[config.mk]
export PLATFORM = sky130hd
export DESIGN_NAME = pipe_hazard_ctrl
export DESIGN_NICKNAME = d
export VERILOG_FILES = /design/src/rtl/pipe_hazard_ctrl.sv
export SDC_FILE = /design/constraint.sdc
export NUM_CORES = 1
export LEC_CHECK = 0
export CAP_MARGIN = 20
export CORE_MARGIN = 4
export CORE_UTILIZATION = 40
export DETAILED_ROUTE_END_ITERATION = 8
export PLACE_DENSITY = 0.77
export SLEW_MARGIN = 20
export SYNTH_ARGS = -nofsm -noshare
export SYNTH_HDL_FRONTEND = slang
export SYNTH_SLANG_ARGS = --single-unit
[constraint.sdc]
create_clock -name i_clk -period 5.73 [get_ports i_clk]
set_input_delay 0.573 -clock i_clk [delete_from_list [all_inputs] [get_ports i_clk]]
set_output_delay 0.573 -clock i_clk [all_outputs]
set_load 0.01 [all_outputs]
[src/rtl/pipe_hazard_ctrl.sv]
// In-order pipeline backbone: carries ID control/payload through DEPTH stages,
// detects RAW hazards against in-flight writers and inserts bubbles on stall or branch.
module pipe_hazard_ctrl #(
   parameter int PAYLOAD_W = 32,
   parameter int RA_W      = 4,
   parameter int DEPTH     = 3,
   parameter int FWD_EN    = 0
) (
   input  logic                       i_clk,
   input  logic                       i_rst_n,
   input  logic                       i_id_valid,
   input  logic [PAYLOAD_W-1:0]       i_id_payload,
   input  logic [RA_W-1:0]            i_id_src1,
   input  logic [RA_W-1:0]            i_id_src2,
   input  logic                       i_id_two_src,
   input  logic                       i_id_wb_en,
   input  logic                       i_id_mem_read,
   input  logic [RA_W-1:0]            i_id_dest,
   input  logic                       i_branch_taken,
   output logic                       o_hazard,
   output logic                       o_flush,
   output logic [DEPTH-1:0]           o_stg_valid,
   output logic [DEPTH-1:0]           o_stg_wb_en,
   output logic [DEPTH-1:0]           o_stg_mem_read,
   output logic [DEPTH*RA_W-1:0]      o_stg_dest,
   output logic [DEPTH*PAYLOAD_W-1:0] o_stg_payload,
   output logic [15:0]                o_stall_count
);

   // With forwarding only a load sitting in EXE can still starve its consumer;
   // without it every writer up to (but not including) WB is a hazard source.
   localparam int CHK = (FWD_EN != 0) ? 1 : DEPTH - 1;

   logic [DEPTH-1:0]                r_valid;
   logic [DEPTH-1:0]                r_wb_en;
   logic [DEPTH-1:0]                r_mem_read;
   logic [DEPTH-1:0][RA_W-1:0]      r_dest;
   logic [DEPTH-1:0][PAYLOAD_W-1:0] r_payload;
   logic [15:0]                     r_stall_count;

   logic [DEPTH-1:0]     w_src1_hit;
   logic [DEPTH-1:0]     w_src2_hit;
   logic                 w_raw_hazard;
   logic                 w_hazard;
   logic                 w_accept;
   logic                 w_ld_wb_en;
   logic                 w_ld_mem_read;
   logic [RA_W-1:0]      w_ld_dest;
   logic [PAYLOAD_W-1:0] w_ld_payload;

   always_comb begin
      w_src1_hit = '0;
      w_src2_hit = '0;
      for (int k = 0; k < DEPTH; k++) begin
         w_src1_hit[k] = r_valid[k] & r_wb_en[k] & (r_dest[k] == i_id_src1);
         w_src2_hit[k] = r_valid[k] & r_wb_en[k] & (r_dest[k] == i_id_src2) & i_id_two_src;
      end
   end

   always_comb begin
      w_raw_hazard = 1'b0;
      for (int k = 0; k < CHK; k++) begin
         if (w_src1_hit[k] | w_src2_hit[k]) begin
            w_raw_hazard = 1'b1;
         end
      end
      if (FWD_EN != 0) begin
         w_raw_hazard = w_raw_hazard & r_mem_read[0];
      end
   end

   // A taken branch squashes the ID instruction, so it overrides any stall.
   assign w_hazard = i_id_valid & w_raw_hazard & ~i_branch_taken;
   assign w_accept = i_id_valid & ~w_hazard & ~i_branch_taken;

   always_comb begin
      w_ld_wb_en    = 1'b0;
      w_ld_mem_read = 1'b0;
      w_ld_dest     = '0;
      w_ld_payload  = '0;
      if (w_accept) begin
         w_ld_wb_en    = i_id_wb_en;
         w_ld_mem_read = i_id_mem_read;
         w_ld_dest     = i_id_dest;
         w_ld_payload  = i_id_payload;
      end
   end

   always_ff @(posedge i_clk or negedge i_rst_n) begin
      if (!i_rst_n) begin
         r_valid    <= '0;
         r_wb_en    <= '0;
         r_mem_read <= '0;
         r_dest     <= '0;
         r_payload  <= '0;
      end else begin
         r_valid    <= {r_valid[DEPTH-2:0], w_accept};
         r_wb_en    <= {r_wb_en[DEPTH-2:0], w_ld_wb_en};
         r_mem_read <= {r_mem_read[DEPTH-2:0], w_ld_mem_read};
         r_dest     <= {r_dest[DEPTH-2:0], w_ld_dest};
         r_payload  <= {r_payload[DEPTH-2:0], w_ld_payload};
      end
   end

   always_ff @(posedge i_clk or negedge i_rst_n) begin
      if (!i_rst_n) begin
         r_stall_count <= '0;
      end else if (w_hazard && (r_stall_count != 16'hFFFF)) begin
         r_stall_count <= r_stall_count + 16'd1;
      end
   end

   assign o_hazard       = w_hazard;
   assign o_flush        = i_branch_taken;
   assign o_stg_valid    = r_valid;
   assign o_stg_wb_en    = r_wb_en;
   assign o_stg_mem_read = r_mem_read;
   assign o_stg_dest     = r_dest;
   assign o_stg_payload  = r_payload;
   assign o_stall_count  = r_stall_count;

endmodule

==> flow_summary.json <==
{
  "p_sw_mw": 0.476,
  "hold_viol": 0,
  "hp-start": "o_stg_payload[61]$_DFF_PN0_",
  "syn-instance-count": 262,
  "reg2reg_from": "o_stg_dest[7]$_DFF_PN0_",
  "synth_cell_type_count": 23,
  "cts_resized": 0,
  "synth_nets": 314,
  "cts.sinks": 133,
  "fin_crit_sh_pct": 59.9,
  "vias": 2778,
  "dp_hpwl_microns": 7100,
  "ff2ff_path_depth": 5,
  "slew_headroom_pct": 45.2,
  "port_buffers": 185,
  "maxCapViolations": 0,
  "cts_tree": "yes",
  "drt_wl_total_microns": 9950,
  "firstDrtPassIters": 4,
  "numCtsBuffers": 17,
  "startpoint": "i_id_src2[3]",
  "seqPwrFrac_pct": 43.9,
  "hold_depth": 0,
  "grt_max_degree": 82,
  "placement_rows": 37,
  "internal_power_mw": 1.78,
  "hp-class": "reg -> reg",
  "rsz0062_at_grt": "no",
  "p_leak_nw": 3.14,
  "initial_utilization_pct": 40.8,
  "core-area_sq_um": 10300,
  "yosys.area_share.simple_pct": 11.4,
  "synth_top_family_by_area": "simple AND/OR/NAND/NOR gates",
  "clock_skew_ns": 0.00722,
  "cp-start-kind": "primary input",
  "cts_root_buf": "clkbuf_8",
  "yosysWarnings": 0,
  "worst_setup_path_end_kind": "output port",
  "finalCriticalPeriod_ns": 3.43,
  "arrival_ns": 2.86,
  "layout.nets": 514,
  "io_pins": 186,
  "clockBufferDepth": 2,
  "vdd_ir_drop_max_mv": 0.198,
  "netlist_area_sq_um": 4190,
  "syn_area_per_cell_sq_um": 16.0,
  "grt_pass1_vias": 3017,
  "layout_commonest_cell": "clkdlybuf4s50_1",
  "via_per_inst": 4.54,
  "die_w_microns": 110,
  "wl_per_cell_microns": 16.3,
  "clk_pin_slew_ns": 0.06,
  "yosys-mux-area-fraction_pct": 0.269,
  "pwr-share-comb_pct": 7.2,
  "synth_compound_area_share_pct": 1.34,
  "globalRouteOverflowTotal": 0,
  "htree_levels": 4,
  "worst_slew_pin_slew_ns": 0.817,
  "grt_first_pass_wirelength_microns": 15400,
  "clock_latency_ns": 0.50,
  "gp_congestion": 0.789,
  "drt_iter0_drc": 36,
  "drive_gt1_share_pct": 8.84,
  "synth_xor_area_share_pct": 6.27,
  "grt_use_total_pct": 17.4,
  "drtAntennaViolNets": 0,
  "syn_to_final_growth_pct": 63.1,
  "post-route-drc-count": 0,
  "p_total_mw": 2.25,
  "p_clk_share_pct": 48.9,
  "synth_fa_ha_area_share_pct": 0.298,
  "finalSetupTns_ns": 0,
  "p_sw_share_pct": 21.1,
  "antenna_found_initial": 1,
  "layout_common_cells": "clkdlybuf4s50_1 (184), dfrtp_1 (133), and2_1 (38)",
  "status": "completed",
  "slew_violations": 0,
  "setup_violations": 0,
  "powerDensity_nw_per_um2": 330,
  "synth.ff_latch_count": 133,
  "fp.dieArea_sq_um": 12200,
  "die_y_microns": 110,
  "timing.fmax_mhz": 291,
  "ys_seq_area_share_pct": 79.4,
  "critPathRequiredTime_ns": 5.16,
  "crit_type": "in -> out",
  "critPathMaxFanout": 7
}
## worst max-delay path, cell delays in order
cell	delay, ns
clkdlybuf4s50_1	0.47
xor2_1	0.19
o41ai_1	0.63
nor2_1	0.30
nor2_1	0.15
clkdlybuf4s50_1	0.55
## cell type report
type,instances,area (sq um)
diodes,1,2.50
clock buffers,21,469
clock inverters,11,148
fillers,771,3440
inverters,3,11.3
multi-input cells,119,827
flip-flops and latches,133,3330
well taps,136,170
repair buffers,188,1880
## flip-flops by register name (all words and copies together) (netlist names)
name and cells:
o_stall_count 16, o_stg_mem_read 3, o_stg_wb_en 3, o_stg_payload 96
o_stg_dest 12, o_stg_valid 3
## cell families after synthesis
kind of cell	after synthesis
AO/OA/AOI/OAI	7
XOR/XNOR	30
adder cells (fa/ha/maj)	1
buffers and inverters	10
flip-flops	133
multiplexers	1
AND/OR/NAND/NOR	80
## per-stage QoR
step                setup slack, ns  util, %  hold slack [ns]  cell area [sq um]  instances
finish                         2.30     66.5            0.369               6840        612
global route                   2.11     66.5            0.377               6840        612
CTS                            2.31     66.5            0.372               6830        611
global placement               2.37     60.4            0.355               6200        578
floorplan                      3.53        -            0.277               4190        262
detailed placement             2.32     60.4            0.359               6200        578
## cells in the mapped netlist (all sizes together)
cell | number | area (sq um)
xnor2 | 7 | 61.3
nand2 | 9 | 33.8
o21ai | 2 | 10.0
nor3 | 10 | 50.1
a2111o | 1 | 11.3
clkbuf | 5 | 18.8
nor2 | 6 | 22.5
xor2 | 23 | 201
nand3 | 4 | 20.0
mux2 | 1 | 11.3
o41ai | 2 | 17.5
a41oi | 2 | 17.5
inv | 3 | 11.3
and3 | 3 | 33.8
ha | 1 | 12.5
nand4 | 5 | 31.3
or3 | 1 | 6.26
dfrtp | 133 | 3330
buf | 2 | 12.5
nor4 | 3 | 37.5
and2 | 38 | 238
nand2b | 1 | 6.26
## path summary, 6_finish.rpt
path,slack [ns],to
min reg2reg,0.37,o_stg_payload[93]$_DFF_PN0_
max reg2reg,3.47,o_stall_count[5]$_DFFE_PN0P_
max,2.30,o_hazard
min in group asynchronous,0.58,o_stall_count[13]$_DFFE_PN0P_
max in group asynchronous,4.10,o_stg_payload[13]$_DFF_PN0_
min,0.37,o_stg_payload[93]$_DFF_PN0_
## layer usage
layer  vias to the layer above  GRT usage (%)  wire length, microns
li1                       1259              -                     -
met1                      1376           18.1                  3510
met2                       130           28.9                  5070
met3                        13           9.49                  1220
met4                         0           7.83                   148
met5                         -              0                     0
## power groups by stage
stage | registers, mW | logic [mW] | clock network [mW]
floorplan | 1.02 | 0.0199 | 0
global placement | 1.01 | 0.163 | 0
detailed placement | 1.01 | 0.165 | 0
CTS | 0.991 | 0.166 | 1.13
finish | 0.990 | 0.162 | 1.10
global route | 0.995 | 0.176 | 1.17
## what timing repair did
action                    CTS  global route
hold endpoints to repair    8             0
hold buffers                1             0
buffers inserted            0             0
No activity file was read; power rests on OpenSTA's default activity.
